[config.mk]
export PLATFORM = sky130hd
export DESIGN_NAME = mem_stage
export DESIGN_NICKNAME = d
export VERILOG_FILES = /design/src/rtl/pipe_pkg.sv /design/src/rtl/dmem_ctrl.sv /design/src/rtl/mem_stage.sv
export SDC_FILE = /design/constraint.sdc
export NUM_CORES = 1
export LEC_CHECK = 0
export BUFFER_PORTS_ARGS = -buffer_cell sky130_fd_sc_hd__buf_2
export CAP_MARGIN = 20
export CORE_ASPECT_RATIO = 0.7
export CORE_MARGIN = 2
export CORE_UTILIZATION = 49
export CTS_CLUSTER_SIZE = 40
export DETAILED_ROUTE_END_ITERATION = 12
export GPL_TIMING_DRIVEN = 0
export PLACE_DENSITY = 0.79
export REMOVE_ABC_BUFFERS = 1
export SKIP_LAST_GASP = 1
export SLEW_MARGIN = 10
export SYNTH_ARGS = -nofsm -noshare
export SYNTH_HDL_FRONTEND = slang
export SYNTH_SLANG_ARGS = --single-unit
[constraint.sdc]
create_clock -name clk -period 2.47 [get_ports clk]
set_input_delay 0.247 -clock clk [delete_from_list [all_inputs] [get_ports clk]]
set_output_delay 0.247 -clock clk [all_outputs]
set_load 0.01 [all_outputs]
[src/rtl/pipe_pkg.sv]
// rtl/pipe_pkg.sv - shared widths, FSM state type and counter sizing for the MEM stage
//
// Purpose : common definitions imported by mem_stage and dmem_ctrl.
// Contents: DW (data/address width), REG_W (register index width),
//           TIMEOUT_DEF (default access timeout, 0 = never abort),
//           mem_state_t {IDLE, ACCESS}, cnt_width() and CNT_W for the
//           timeout counter.
package pipe_pkg;

    localparam int DW          = 16;
    localparam int REG_W       = 4;
    localparam int TIMEOUT_DEF = 15;

    typedef enum logic {
        IDLE   = 1'b0,
        ACCESS = 1'b1
    } mem_state_t;

    // A zero timeout still needs a 1-bit counter so the declaration stays legal.
    function automatic int cnt_width(input int timeout);
        return (timeout < 1) ? 1 : $clog2(timeout + 1);
    endfunction

    localparam int CNT_W = cnt_width(TIMEOUT_DEF);

endpackage

[src/rtl/dmem_ctrl.sv]
// rtl/dmem_ctrl.sv - data-memory access FSM, timeout counter and last-store bypass
//
// Purpose : runs one load/store from the EX/MEM register over the
//           dmem req/ack handshake and tells the top level when to stall.
// Macro   : MEM_STAGE_LAST_STORE_BYPASS_EN enables the last-store tracker
//           that lets a load to the last stored address finish from IDLE.
// Ports   : clk, rst_n       clock, async active-low reset
//           i_mem_vld        EX/MEM holds a valid load or store
//           i_is_store       that instruction is a store
//           i_addr/i_wdata   address and store data from EX/MEM
//           o_stall          freeze upstream and hold EX/MEM
//           o_ack            memory completed the access this cycle
//           o_timeout        access aborted this cycle
//           o_bypass         load served from the last-store tracker
//           o_rdata          load data (memory or tracker)
//           o_err            sticky timeout flag
//           dmem_*           memory handshake
module dmem_ctrl
    import pipe_pkg::*;
#(
    parameter int TIMEOUT = TIMEOUT_DEF
) (
    input  logic          clk,
    input  logic          rst_n,
    input  logic          i_mem_vld,
    input  logic          i_is_store,
    input  logic [DW-1:0] i_addr,
    input  logic [DW-1:0] i_wdata,
    output logic          o_stall,
    output logic          o_ack,
    output logic          o_timeout,
    output logic          o_bypass,
    output logic [DW-1:0] o_rdata,
    output logic          o_err,
    output logic          dmem_req,
    output logic          dmem_we,
    output logic [DW-1:0] dmem_addr,
    output logic [DW-1:0] dmem_wdata,
    input  logic          dmem_ack,
    input  logic [DW-1:0] dmem_rdata
);

    localparam int CW = cnt_width(TIMEOUT);

    mem_state_t    r_state;
    logic          r_req;
    logic          r_err;
    logic [CW-1:0] r_cnt;

    logic w_ack;
    logic w_timeout;
    logic w_bypass;

    // An ack outside ACCESS has no request to belong to, so it is dropped.
    assign w_ack = r_req & dmem_ack;

    // r_cnt holds the number of ACCESS cycles already spent without ack;
    // the abort lands on the TIMEOUT-th request cycle so req is high exactly
    // TIMEOUT cycles.
    generate
        if (TIMEOUT > 0) begin : g_timeout
            assign w_timeout = r_req & ~dmem_ack & (r_cnt == CW'(TIMEOUT - 1));
        end else begin : g_no_timeout
            assign w_timeout = 1'b0;
        end
    endgenerate

`ifdef MEM_STAGE_LAST_STORE_BYPASS_EN
    logic          r_last_vld;
    logic [DW-1:0] r_last_addr;
    logic [DW-1:0] r_last_data;

    assign w_bypass = (r_state == IDLE) & i_mem_vld & ~i_is_store &
                      r_last_vld & (i_addr == r_last_addr);
    assign o_rdata  = w_bypass ? r_last_data : dmem_rdata;

    // Only acknowledged stores are tracked; an aborted store never reached memory.
    always_ff @(posedge clk or negedge rst_n) begin
        if (!rst_n) begin
            r_last_vld  <= 1'b0;
            r_last_addr <= '0;
            r_last_data <= '0;
        end else if (w_ack && i_is_store) begin
            r_last_vld  <= 1'b1;
            r_last_addr <= i_addr;
            r_last_data <= i_wdata;
        end
    end
`else
    assign w_bypass = 1'b0;
    assign o_rdata  = dmem_rdata;
`endif

    // IDLE stalls for the cycle that launches the request; ACCESS releases
    // the stall on ack or on abort so the instruction retires that edge.
    assign o_stall   = (r_state == IDLE) ? (i_mem_vld & ~w_bypass)
                                         : (~dmem_ack & ~w_timeout);
    assign o_ack     = w_ack;
    assign o_timeout = w_timeout;
    assign o_bypass  = w_bypass;
    assign o_err     = r_err;

    assign dmem_req   = r_req;
    assign dmem_we    = r_req & i_is_store;
    assign dmem_addr  = r_req ? i_addr : '0;
    assign dmem_wdata = (r_req & i_is_store) ? i_wdata : '0;

    always_ff @(posedge clk or negedge rst_n) begin
        if (!rst_n) begin
            r_state <= IDLE;
            r_req   <= 1'b0;
            r_err   <= 1'b0;
            r_cnt   <= '0;
        end else begin
            case (r_state)
                IDLE: begin
                    if (i_mem_vld && !w_bypass) begin
                        r_state <= ACCESS;
                        r_req   <= 1'b1;
                        r_cnt   <= '0;
                    end
                end
                ACCESS: begin
                    if (dmem_ack) begin
                        r_state <= IDLE;
                        r_req   <= 1'b0;
                    end else if (w_timeout) begin
                        r_state <= IDLE;
                        r_req   <= 1'b0;
                        r_err   <= 1'b1;
                    end else begin
                        r_cnt <= r_cnt + CW'(1);
                    end
                end
                default: begin
                    r_state <= IDLE;
                    r_req   <= 1'b0;
                end
            endcase
        end
    end

endmodule

[src/rtl/mem_stage.sv]
// rtl/mem_stage.sv - MEM stage of the 16-bit 5-stage pipeline (EX/MEM and MEM/WB registers)
//
// Purpose : registers EX results, runs loads/stores through dmem_ctrl,
//           stalls upstream while an access is pending and presents the
//           registered results to WB. alu_result_MEM_WB also feeds EX
//           forwarding (code 2'b10).
// Macro   : MEM_STAGE_LAST_STORE_BYPASS_EN (see dmem_ctrl) lets a load that
//           hits the most recent completed store finish without memory.
// Ports   : clk, rst_n                      clock, async active-low reset
//           valid_EX .. hlt_EX              instruction from EX
//           stall_MEM                       freeze PC/IF/ID/EX
//           dmem_req/we/addr/wdata/ack/rdata data-memory handshake
//           *_MEM_WB                        registered results to WB
//           err                             sticky access-timeout flag
module mem_stage
    import pipe_pkg::*;
#(
    parameter int TIMEOUT = TIMEOUT_DEF
) (
    input  logic             clk,
    input  logic             rst_n,
    input  logic             valid_EX,
    input  logic [DW-1:0]    dst_EX,
    input  logic [DW-1:0]    sdata_EX,
    input  logic             rd_en_EX,
    input  logic             wr_en_EX,
    input  logic             wb_en_EX,
    input  logic [REG_W-1:0] wb_reg_EX,
    input  logic             hlt_EX,
    output logic             stall_MEM,
    output logic             dmem_req,
    output logic             dmem_we,
    output logic [DW-1:0]    dmem_addr,
    output logic [DW-1:0]    dmem_wdata,
    input  logic             dmem_ack,
    input  logic [DW-1:0]    dmem_rdata,
    output logic [DW-1:0]    alu_result_MEM_WB,
    output logic [DW-1:0]    mem_data_MEM_WB,
    output logic             mem_to_reg_MEM_WB,
    output logic             wb_en_MEM_WB,
    output logic [REG_W-1:0] wb_reg_MEM_WB,
    output logic             hlt_MEM_WB,
    output logic             err
);

    // EX/MEM register; every enable already carries the valid qualifier.
    logic             r_vld;
    logic [DW-1:0]    r_dst;
    logic [DW-1:0]    r_sdata;
    logic             r_rd;
    logic             r_wr;
    logic             r_wb_en;
    logic [REG_W-1:0] r_wb_reg;
    logic             r_hlt;
    logic             r_halted;

    // MEM/WB register
    logic [DW-1:0]    r_alu_wb;
    logic [DW-1:0]    r_mem_wb;
    logic             r_m2r_wb;
    logic             r_wben_wb;
    logic [REG_W-1:0] r_reg_wb;
    logic             r_hlt_wb;

    logic          w_stall;
    logic          w_take;
    logic          w_mem_vld;
    logic          w_ack;
    logic          w_timeout;
    logic          w_bypass;
    logic [DW-1:0] w_rdata;

    // Once a halt has entered the stage nothing behind it may execute.
    assign w_take    = valid_EX & ~r_halted;
    assign w_mem_vld = r_vld & (r_rd | r_wr);

    dmem_ctrl #(
        .TIMEOUT (TIMEOUT)
    ) u_dmem_ctrl (
        .clk        (clk),
        .rst_n      (rst_n),
        .i_mem_vld  (w_mem_vld),
        .i_is_store (r_wr),
        .i_addr     (r_dst),
        .i_wdata    (r_sdata),
        .o_stall    (w_stall),
        .o_ack      (w_ack),
        .o_timeout  (w_timeout),
        .o_bypass   (w_bypass),
        .o_rdata    (w_rdata),
        .o_err      (err),
        .dmem_req   (dmem_req),
        .dmem_we    (dmem_we),
        .dmem_addr  (dmem_addr),
        .dmem_wdata (dmem_wdata),
        .dmem_ack   (dmem_ack),
        .dmem_rdata (dmem_rdata)
    );

    always_ff @(posedge clk or negedge rst_n) begin
        if (!rst_n) begin
            r_vld    <= 1'b0;
            r_dst    <= '0;
            r_sdata  <= '0;
            r_rd     <= 1'b0;
            r_wr     <= 1'b0;
            r_wb_en  <= 1'b0;
            r_wb_reg <= '0;
            r_hlt    <= 1'b0;
            r_halted <= 1'b0;
        end else if (!w_stall) begin
            r_vld    <= w_take;
            r_dst    <= dst_EX;
            r_sdata  <= sdata_EX;
            // A combined read/write is a store; the read half is discarded.
            r_wr     <= w_take & wr_en_EX;
            r_rd     <= w_take & rd_en_EX & ~wr_en_EX;
            // Stores never write a register.
            r_wb_en  <= w_take & wb_en_EX & ~wr_en_EX;
            r_wb_reg <= wb_reg_EX;
            r_hlt    <= w_take & hlt_EX;
            if (w_take && hlt_EX) begin
                r_halted <= 1'b1;
            end
        end
    end

    // Stall edges push a bubble to WB but keep the data fields, so
    // forwarding from alu_result_MEM_WB stays stable across the stall.
    always_ff @(posedge clk or negedge rst_n) begin
        if (!rst_n) begin
            r_alu_wb  <= '0;
            r_mem_wb  <= '0;
            r_m2r_wb  <= 1'b0;
            r_wben_wb <= 1'b0;
            r_reg_wb  <= '0;
            r_hlt_wb  <= 1'b0;
        end else if (w_stall) begin
            r_m2r_wb  <= 1'b0;
            r_wben_wb <= 1'b0;
        end else begin
            r_m2r_wb  <= r_rd;
            r_wben_wb <= r_wb_en & ~w_timeout;
            r_hlt_wb  <= r_hlt_wb | r_hlt;
            if (r_vld) begin
                r_alu_wb <= r_dst;
                r_reg_wb <= r_wb_reg;
            end
            if ((w_ack && r_rd) || w_bypass) begin
                r_mem_wb <= w_rdata;
            end
        end
    end

    assign stall_MEM         = w_stall;
    assign alu_result_MEM_WB = r_alu_wb;
    assign mem_data_MEM_WB   = r_mem_wb;
    assign mem_to_reg_MEM_WB = r_m2r_wb;
    assign wb_en_MEM_WB      = r_wben_wb;
    assign wb_reg_MEM_WB     = r_reg_wb;
    assign hlt_MEM_WB        = r_hlt_wb;

endmodule

-- After elaboration in Yosys (flattened, before gate mapping)
Index checks and enable logic that the tools add are counted.
- register bits: 88
- logic and storage cells: 72
- output and inout port bits: 75
- muxes and demuxes: 17
- bitwise operators: 22
- reduce and logical (&&, ||, !) cells: 8
- $add $sub $neg: 1
- equal/unequal tests: 5
- operators with widths (operator ; number):
    $mux 16 ; 2
    $and 1x1->1 ; 14
    $mux 4 ; 3
    $mux 1 ; 9
    $pmux 4 s2 ; 1
    $reduce_and 2->1 ; 4
    $not 1->1 ; 6
    $reduce_and 3->1 ; 2
    $add 4x1->4 const B ; 1
    $eq 4x4->1 const B ; 1
    $ne 2x2->1 const B ; 2
    $pmux 1 s2 ; 2
    $ne 3x3->1 const B ; 1
    $logic_and 1x1->1 ; 2
    $ne 2x1->1 const B ; 1
    $or 1x1->1 ; 2

-- Longest topological paths before layout
Gate-level depths: netlist (run 1).
- word-level depth: 8
- mapped depth: 7
- gate-level depth less buffers: 5

-- By module
A second synthesis (run 1) with hierarchy kept.
- cell total of the unflattened synthesis: 316
- area, all modules: 4030.1 sq um
- by module, submodules not included (module ; cells an instance ; instances ; area an instance (sq um)):
    mem_stage ; 223 ; 1 ; 3278.1
    dmem_ctrl ; 93 ; 1 ; 752.0

-- Worst setup path after synthesis (run 1)
Ideal clock, no wire load.
- path kind: register -> register
- start: register u_dmem_ctrl.r_cnt[0]
- end: register r_dst[14]
- stages on the path, launching flop included: 8
- required time: 2.342 ns
- arrival: 1.740 ns
- setup time: 0.128 ns
- path buffers: 2
- path slack: 0.602 ns
- cell sequence: dfrtp_1 -> inv_1 -> ha_1 -> and4_1 -> buf_6 -> o22ai_4 -> buf_6 -> mux2_1
- longest elaborated chain between the ends: 5
- ends and longest elaborated chain (what ; line ; text):
    from (decl) ; dmem_ctrl.sv:48 ; logic [CW-1:0] r_cnt;
    from (signal assigned) ; dmem_ctrl.sv:132 ; r_cnt <= r_cnt + CW'(1);
    $eq 4x4->1 ; dmem_ctrl.sv:62 ; assign w_timeout = r_req & ~dmem_ack & (r_cnt == CW'(TIMEOUT - 1));
    $and 1x1->1 ; dmem_ctrl.sv:62 ;
    $not 1->1 ; dmem_ctrl.sv:97 ; : (~dmem_ack & ~w_timeout);
    $and 1x1->1 ; dmem_ctrl.sv:97 ;
    $mux 1 ; dmem_ctrl.sv:96 ; assign o_stall = (r_state == IDLE) ? (i_mem_vld & ~w_bypass)
    named net stall_MEM ; mem_stage.sv:30 ; output logic stall_MEM,
    to (signal assigned) ; mem_stage.sv:113 ; r_dst <= dst_EX;
    to (decl) ; mem_stage.sv:48 ; logic [DW-1:0] r_dst;
The timed path passes the listed nets, and every way through them passes these cells.
A chain may end at the register's enable or synchronous reset.

-- Worst setup path in the final report (run 1)
- start: register u_dmem_ctrl.r_cnt[0]
- end: output stall_MEM
- longest elaborated chain between the ends: 5
- ends and longest elaborated chain (what ; line):
    $eq 4x4->1 ; dmem_ctrl.sv:62
    $and 1x1->1 ; dmem_ctrl.sv:62
    $not 1->1 ; dmem_ctrl.sv:97
    $and 1x1->1 ; dmem_ctrl.sv:97
    $mux 1 ; dmem_ctrl.sv:96
    to (decl) ; mem_stage.sv:30
Every way passes these cells.

==> results of run 1 <==
## kinds of logic after synthesis
logic type / count (synthesis) / synth area share [%]
fa+ha+maj: 2 / 0.686
mux: 78 / 23.9
buf+inv: 20 / 3.33
flops: 88 / 60.4
simple gates: 55 / 8.86
compound gates: 13 / 2.78
## per-layer routing
layer / track usage [%] / share of wire [%] / routed length, um
met1: 24.2 / 44 / 3200
met2: 31.7 / 49 / 3630
met3: 6.42 / 5.6 / 412
met4: 6.88 / 1.3 / 97
met5: 0 / 0 / 0
## synth_stat cells (all sizes together), types with 3 or more instances
| library cell | number |
|---|---|
| nor2 | 3 |
| inv | 6 |
| dfrtp | 88 |
| o21ai | 3 |
| mux2 | 73 |
| nand2 | 6 |
| and2 | 17 |
| and3 | 16 |
| buf | 10 |
| clkbuf | 4 |
| nand3 | 3 |
| mux2i | 5 |
## placed cells by master, fill, tap and decap left out, types with 2 or more instances in the layout
cell,count
buf_2,133
dfrtp_1,87
mux2_2,42
mux2_1,31
and2_1,17
and3_1,16
clkbuf_8,11
inv_1,6
nand2_1,6
mux2i_1,5
nor2_1,3
o21ai_0,3
nand3_1,3
buf_16,3
and4_1,2
nand2b_1,2
a21oi_1,2
nor2b_1,2
o21bai_1,2
ha_1,2
clkinv_4,2
## worst max path at each step
stage               slack, ns  cells after the start                                end                              from
floorplan               -0.07                      3   alu_result_MEM_WB[0]$_DFFE_PN0P_  u_dmem_ctrl.dmem_req$_DFFE_PN0P_
global placement        -0.93                      3  alu_result_MEM_WB[12]$_DFFE_PN0P_  u_dmem_ctrl.dmem_req$_DFFE_PN0P_
detailed placement      0.001                      4   alu_result_MEM_WB[2]$_DFFE_PN0P_  u_dmem_ctrl.dmem_req$_DFFE_PN0P_
CTS                      0.09                      4                          stall_MEM  u_dmem_ctrl.dmem_req$_DFFE_PN0P_
global route             0.01                      4                          stall_MEM                  r_wr$_DFFE_PN0N_
finish                   0.17                      6                          stall_MEM  u_dmem_ctrl.r_cnt[0]$_DFFE_PN0P_
## per-stage QoR
step                total power, uW  TNS [ns]  instance area, um^2
finish                         3410         0                 4650
CTS                            3470         0                 4640
detailed placement             2530         0                 4440
global route                   3630         0                 4650
floorplan                      2150     -1.32                 3550
global placement               2490    -37.98                 4340
## repair_timing
| item | CTS | global route |
|---|---|---|
| pin swaps | 0 | 0 |
| hold buffers | 1 | 0 |
| endpoints found under the hold margin | 42 | 0 |
| resized for setup | 1 | 1 |
| endpoints found under the setup margin | 15 | 1 |
| setup buffers | 0 | 0 |
## worst max-delay path, stage by stage (launching register included)
cell and delay [ns]:
dfrtp_1 0.38, inv_1 0.07, ha_1 0.22, and4_1 0.28, o22ai_4 0.38, buf_16 0.22, buf_2 0.15
## where the power goes
group          leakage (uW)  internal (uW)  switching [uW]  total, uW
clock             0.0000959            426             495        922
combinational       0.00123            356             311        667
sequential          0.00109           1660             162       1830
total               0.00241           2450             968       3410
## layout make-up
cell class,instances,area [um^2]
Clock inverter,5,38.8
Sequential cell,88,2210
Tap cell,98,123
Inverter,6,22.5
Timing Repair Buffer,139,777
Clock buffer,11,151
Fill cell,578,2610
Multi-Input combinational cell,148,1330
==> metrics, run 1 <==
EDFF count, synth 0; RR Startpoint r_wr$_DFFE_PN0N_; Routability Congestion 0.750; io pins 135; vias in the first global route 2611; cell count after placement 478; top cells by area in the synthesized netlist dfrtp_1 60%, mux2_2 13%, mux2_1 9.6%; Synth Register Bits 88; Synth area leader dfrtp_1; peak supply drop 0.000335 V; Mapped Area 3640 um^2; Yosys warning total 0; Final Hold Fails 0; GRT Util Overall 19.4%; Die H 76.2 um; CTS Buf Count 9; die outline width 107 um; clk sinks 88; IO buf count 134; Setup-failing EPs final 0; grt ovf 0; run status completed; hold crit path type in -> reg; share of cells above drive strength 1 50.1%; post-synthesis sequential area ratio 60.4%; post-place setup slack 0.00104 ns; Cells after Synth 256; Worst setup EP type primary output; clk buf depth 2; H-tree levels 3; Layout area overhead 27.5%; Layout Utilization 64.0%; Vias 2478; fin crit share 93.0%; drt wl/cell 14.8 um; Routed Antenna Nets 0; maximum number of pins on one net before global-route repair 47; final wirelength 7340 um; PD cells 735 nW/um^2; worst slew pin tran 0.721 ns; CP required 2.22 ns; post-route setup slack 0.173 ns; Netlist cell types 30; hold slack 0.112 ns; Initial Util 50.2%; Max Cap Violations 0; Hold Startpoint sdata_EX[13]; Root Driver clkbuf_8; P_leak 0.00241 uW; hold path depth 2; Max Slew Vio Count 0; Core ar. 7250 um^2; Most used DFF post-synth dfrtp_1; CTS tree built; WP data arrival 2.05 ns; Max transition margin 51.9%; initial DRC count 68; Die ar. 8150 um^2; Final Skew 0.0102 ns; Reg2Reg Depth 4; DPL Wire Length 5290 um; Mean Syn Cell Area 14.2 um^2; Worst Path Max Fanout 21; crit path kind reg -> out; Post-synth ARST share 100%; Worst Hold Endpoint r_sdata[13]$_DFFE_PN0N_; Clock transition at path regs 0.09 ns; Vias per Instance 5.01; diode count 0; crit start category flop; initial antenna violation count 0; reg2reg setup slack 0.30 ns; first drt pass iteration count 5; Synth top area share 60.4%; # DRC 0; Fmax 0.435 GHz; Final min period 2.30 ns; RSZ-0062 raised after global routing no; FP Rows 26; first-pass GRT wire length 12400 um; Post-Layout Cell Count 495; r2r endpoint alu_result_MEM_WB[11]$_DFFE_PN0P_; Nets 454; worst skew pair latency 0.34 ns
Note: power is estimated with default switching activity, not from simulation.
==> inputs of run 2 (changes only) <==
Settings changed: CTS_BUF_LIST from default to sky130_fd_sc_hd__clkbuf_16.
==> run 2 against run 1 <==
First-iteration DRC count decreased by 4.4%. Sequential cell count unchanged. Setup slack improved by 0.0081 ns. Cell area increased by 1.8%. Clock power increased by 32%. Highest routed layer unchanged.
==> metrics, run 2 (same netlist as run 1, synthesis figures left out) <==
run status completed (unchanged); clk sinks 88 (unchanged); Worst Path Max Fanout 21 (unchanged); drt wl/cell 14.9 um (was 14.8 um); H-tree levels 3 (unchanged); IO buf count 134 (unchanged); die outline width 107 um (unchanged); most common cell after layout, fill and taps aside buf_2 (unchanged); io pins 135 (unchanged); Max Slew Vio Count 0 (unchanged); PD cells 785 nW/um^2 (was 735 nW/um^2); Fmax 0.437 GHz (was 0.435 GHz); Final min period 2.29 ns (was 2.30 ns); hold crit path type in -> reg (unchanged); critical-path cell list inv_1, ha_1, and4_1, o22ai_4, buf_16, buf_2 (unchanged); share of cells above drive strength 1 49.6% (was 50.1%); crit-path max cell delay 0.39 ns (was 0.38 ns); Worst setup EP type primary output (unchanged); Final Skew 0.00718 ns (was 0.0102 ns); Core ar. 7250 um^2 (unchanged); Vias per Instance 5.02 (was 5.01); DPL Wire Length 5290 um (unchanged); Root Driver clkbuf_16 (was clkbuf_8); first-pass GRT wire length 12500 um (was 12400 um); postcts setup bufs 0 (unchanged); peak supply drop 0.000396 V (was 0.000335 V); CTS Buf Count 9 (unchanged); RSZ-0062 raised after global routing no (unchanged); first drt pass iteration count 4 (was 5); initial DRC count 65 (was 68); # DRC 0 (unchanged); Fill cells 565 (was 578); delay-heaviest family, CP buffers and inverters (unchanged); placed inst area 4440 um^2 (unchanged); Setup-failing EPs final 0 (unchanged); clk buf depth 2 (unchanged); Vias 2487 (was 2478); Initial Util 50.2% (unchanged); P_leak 0.00245 uW (was 0.00241 uW); Layout area overhead 29.7% (was 27.5%); Routed Antenna Nets 0 (unchanged); crit start category flop (unchanged); FP Rows 26 (unchanged); vias in the first global route 2635 (was 2611); initial antenna violation count 0 (unchanged); Max transition margin 52.0% (was 51.9%); post-place setup slack 0.00104 ns (unchanged); CTS tree built (unchanged); Clock transition at path regs 0.06 ns (was 0.09 ns); Routability Congestion 0.750 (unchanged); crit path kind reg -> out (unchanged); Die ar. 8150 um^2 (unchanged); Final Hold Fails 0 (unchanged); Crit-path slowest cell o22ai_4 (was dfrtp_1); post-route setup slack 0.181 ns (was 0.173 ns); fin crit share 92.7% (was 93.0%); grt ovf 0 (unchanged); worst skew pair latency 0.32 ns (was 0.34 ns); Final Cell Area 4730 um^2 (was 4650 um^2); GRT Util Overall 19.6% (was 19.4%); Nets 454 (unchanged); Buf/Inv on CP 3 (unchanged); CP required 2.22 ns (about the same); most frequent cells in the layout 133 x buf_2, 87 x dfrtp_1, 42 x mux2_2, 31 x mux2_1, 17 x and2_1 (unchanged); diode count 0 (unchanged); Max Cap Violations 0 (unchanged); worst slew pin tran 0.721 ns (about the same); maximum number of pins on one net before global-route repair 47 (unchanged); final wirelength 7350 um (was 7340 um); Die H 76.2 um (unchanged); WP data arrival 2.04 ns (was 2.05 ns)
==> run 2: cell count changes in the layout (fill, tap and decap cells not counted), sizes merged <==
cell	before	now
clkbuf	11	9
clkinv	3	5
==> run 2: power breakdown <==
group / switching (uW) / internal [uW]
clock network: 537 / 679
registers: 162 / 1670
logic: 311 / 356
total: 1010 / 2700
==> run 2: worst paths after layout <==
path / endpoint / depth (start not counted) / start / slack [ns]
setup / recovery: stall_MEM / 6 / u_dmem_ctrl.r_cnt[0]$_DFFE_PN0P_ / 0.18
hold / removal: r_sdata[13]$_DFFE_PN0N_ / 2 / sdata_EX[13] / 0.13
setup reg to reg: alu_result_MEM_WB[11]$_DFFE_PN0P_ / 4 / r_wr$_DFFE_PN0N_ / 0.30
hold reg to reg: u_dmem_ctrl.o_err$_DFFE_PN0P_ / 1 / u_dmem_ctrl.o_err$_DFFE_PN0P_ / 0.46
max in group asynchronous: mem_data_MEM_WB[0]$_DFFE_PN0P_ / 3 / rst_n / 1.40
min in group asynchronous: r_wb_en$_DFFE_PN0N_ / 2 / rst_n / 0.45
==> run 2: final cells by class <==
type	instances	area [um^2]	share of cell area (%)
flip-flops and latches	88	2210	46.7
multi-input cells	148	1330	28.1
repair buffers	139	777	16.4
clock buffers	9	225	4.76
well taps	98	123	2.59
clock inverters	7	46.3	0.979
inverters	6	22.5	0.476
==> run 2: timing repair <==
action                                  in CTS  in global routing
cloned                                       0                  0
gates resized for setup                      1                  1
hold buffers                                 1                  0
endpoints found under the setup margin      15                  1
hold endpoints to repair                    42                  0
==> run 2: routing by layer <==
metal	track usage [%]	share of wire, %	wire length (um)
met1	24.5	44	3210
met2	31.8	50	3660
met3	7.01	6.1	447
met4	6.49	0.48	35
met5	0	0	0
==> run 2: through the flow <==
| stage | std cells | util [%] | setup TNS (ns) | total power, uW | hold slack (ns) |
|---|---|---|---|---|---|
| global placement | 474 | 59.8 | -37.98 | 2490 | 0.436 |
| detailed placement | 478 | 61.2 | 0 | 2530 | 0.278 |
| global route | 495 | 65.2 | 0 | 3930 | 0.120 |
| floorplan | 242 | - | -1.32 | 2150 | -0.0486 |
| finish | 495 | 65.2 | 0 | 3710 | 0.130 |
| CTS | 495 | 65.1 | 0 | 3760 | 0.122 |
==> run 2: worst register-to-register path, cell delays in order (launching register included) <==
cell      delay [ns]
dfrtp_1         0.71
nor2_1          0.27
o221ai_2        0.47
buf_6           0.26
mux2_2          0.35
==> inputs of run 3 (changes only) <==
--- a/config.mk
+++ b/config.mk
@@ -10,10 +10,9 @@
 export CORE_ASPECT_RATIO = 0.7
 export CORE_MARGIN = 2
-export CORE_UTILIZATION = 49
+export CORE_UTILIZATION = 30
 export CTS_BUF_LIST = sky130_fd_sc_hd__clkbuf_16
 export CTS_CLUSTER_SIZE = 40
 export DETAILED_ROUTE_END_ITERATION = 12
 export GPL_TIMING_DRIVEN = 0
-export PLACE_DENSITY = 0.79
 export REMOVE_ABC_BUFFERS = 1
 export SKIP_LAST_GASP = 1
==> constraint.sdc (replaced) <==
create_clock -name clk -period 2.47 [get_ports clk]
set_input_delay 0.3705 -clock clk [delete_from_list [all_inputs] [get_ports clk]]
set_output_delay 0.3705 -clock clk [all_outputs]
set_load 0.01 [all_outputs]
==> run 3 against run 2 <==
Critical path depth fell by 2. Clock skew is 0.0018 ns lower. Non-clock buffer count is 1 lower. Critical path type unchanged. Highest routed layer unchanged.
==> metrics, run 3 (same netlist as run 1, synthesis figures left out) <==
most frequent cells in the layout 133 x buf_2, 87 x dfrtp_1, 42 x mux2_2, 31 x mux2_1, 17 x and2_1 (unchanged); Die ar. 13100 um^2 (was 8150 um^2); RR Startpoint u_dmem_ctrl.r_cnt[0]$_DFFE_PN0P_ (was r_wr$_DFFE_PN0N_); Setup-failing EPs final 0 (unchanged); share of cells above drive strength 1 50.0% (was 49.6%); final wirelength 7910 um (was 7350 um); maximum number of pins on one net before global-route repair 48 (was 47); cell count after placement 536 (was 478); placed inst area 4520 um^2 (was 4440 um^2); Fill cells 1143 (was 565); run status completed (unchanged); hold slack 0.0322 ns (was 0.130 ns); Final Skew 0.00536 ns (was 0.00718 ns); Core ar. 11800 um^2 (was 7250 um^2); DPL Wire Length 5670 um (was 5290 um); Initial Util 31.0% (was 50.2%); Fmax 0.434 GHz (was 0.437 GHz); Vias per Instance 4.47 (was 5.02); peak supply drop 0.000480 V (was 0.000396 V); RSZ-0062 raised after global routing no (unchanged); Final Hold Fails 0 (unchanged); Max Cap Violations 0 (unchanged); CTS tree built (unchanged); Vias 2470 (was 2487); worst skew pair latency 0.33 ns (was 0.32 ns); clk sinks 88 (unchanged); Nets 453 (was 454); Worst Path Max Fanout 19 (was 21); Reg2Reg Depth 5 (was 4); vias in the first global route 2615 (was 2635); hold crit path type in -> async (was in -> reg); IO buf count 134 (unchanged); crit start category flop (unchanged); CP required 2.10 ns (was 2.22 ns); first drt pass iteration count 4 (unchanged); initial DRC count 52 (was 65); CTS Buf Count 9 (unchanged); Routed Antenna Nets 0 (unchanged); clk buf depth 2 (unchanged); initial antenna violation count 0 (unchanged); worst slew pin tran 0.826 ns (was 0.721 ns); WP data arrival 1.93 ns (was 2.04 ns); diode count 0 (unchanged); reg2reg setup slack 0.28 ns (was 0.30 ns); crit path kind reg -> out (unchanged); Final Cell Area 4860 um^2 (was 4730 um^2); Final min period 2.30 ns (was 2.29 ns); cts hold-fix bufs 0 (was 1); GRT Util Overall 12.9% (was 19.6%); grt ovf 0 (unchanged); FP Rows 33 (was 26); first-pass GRT wire length 13000 um (was 12500 um); fin crit share 93.3% (was 92.7%); Max transition margin 44.9% (was 52.0%); Worst setup EP type primary output (unchanged); io pins 135 (unchanged); Root Driver clkbuf_16 (unchanged); most common cell after layout, fill and taps aside buf_2 (unchanged); drt wl/cell 14.3 um (was 14.9 um); Clock transition at path regs 0.06 ns (about the same); Die H 96.2 um (was 76.2 um); H-tree levels 3 (unchanged); PD cells 830 nW/um^2 (was 785 nW/um^2); Max Slew Vio Count 0 (unchanged); Routability Congestion 0.752 (was 0.750); die outline width 136 um (was 107 um); r2r endpoint wb_reg_MEM_WB[1]$_DFFE_PN0P_ (was alu_result_MEM_WB[11]$_DFFE_PN0P_); P_leak 0.00248 uW (was 0.00245 uW); Setup TNS Final 0 ns (unchanged); Layout area overhead 33.4% (was 29.7%); # DRC 0 (unchanged); Post-Layout Cell Count 553 (was 495)
-- run 3: cell types whose count changed in the layout (fill, tap and decap cells not counted), sizes merged --
cell and change:
bufinv +3, clkinv -3, dlygate4sd3 -1
-- run 3: layout make-up --
cell class,instances,area (um^2),share of cell area [%]
sequential,88,2210,45.4
multi-input combinational,148,1340,27.5
timing repair buffer,138,763,15.7
clock buffer,9,225,4.63
tap,157,196,4.04
clock inverter,7,111,2.29
inverter,6,22.5,0.463
-- run 3: how the worst max path moves through the flow --
stage,from,endpoint,slack [ns],depth (start not counted)
finish,r_wr$_DFFE_PN0N_,stall_MEM,0.17,4
global route,r_wr$_DFFE_PN0N_,stall_MEM,0.004,4
CTS,u_dmem_ctrl.dmem_req$_DFFE_PN0P_,stall_MEM,0.02,4
detailed placement,u_dmem_ctrl.dmem_req$_DFFE_PN0P_,stall_MEM,-0.17,4
global placement,u_dmem_ctrl.dmem_req$_DFFE_PN0P_,alu_result_MEM_WB[10]$_DFFE_PN0P_,-1.22,3
floorplan,u_dmem_ctrl.dmem_req$_DFFE_PN0P_,alu_result_MEM_WB[0]$_DFFE_PN0P_,-0.07,3
-- run 3: layer usage --
| layer | routed length [um] | vias to the layer above | global-route usage, % |
|---|---|---|---|
| met5 | 0 | - | 0 |
| met4 | 49 | 0 | 3.39 |
| met3 | 564 | 6 | 4.95 |
| met2 | 3760 | 76 | 21.5 |
| met1 | 3530 | 1227 | 15.8 |
| li1 | - | 1161 | - |
-- run 3: what timing repair did --
action,in CTS,in global routing
setup buffers,1,0
pin swaps,1,0
resized for setup,1,1
setup endpoints to repair,53,1
-- run 3: per-stage QoR --
stage | util [%] | total power (uW) | setup slack [ns]
floorplan | - | 2150 | -0.0661
global placement | 37.5 | 2510 | -1.22
detailed placement | 38.4 | 2540 | -0.167
CTS | 41.3 | 4110 | 0.0183
global route | 41.3 | 4260 | 0.00437
finish | 41.3 | 4040 | 0.165
-- run 3: critical path: stages (launching register included) --
cell and delay, ns:
dfrtp_1 0.57, nor2_1 0.52, o22ai_4 0.16, buf_16 0.20, buf_2 0.15
-- run 3: report_power, final --
part | switching [uW] | internal [uW] | total (uW)
Clock | 553 | 981 | 1530
Combinational | 315 | 355 | 669
Sequential | 165 | 1670 | 1830
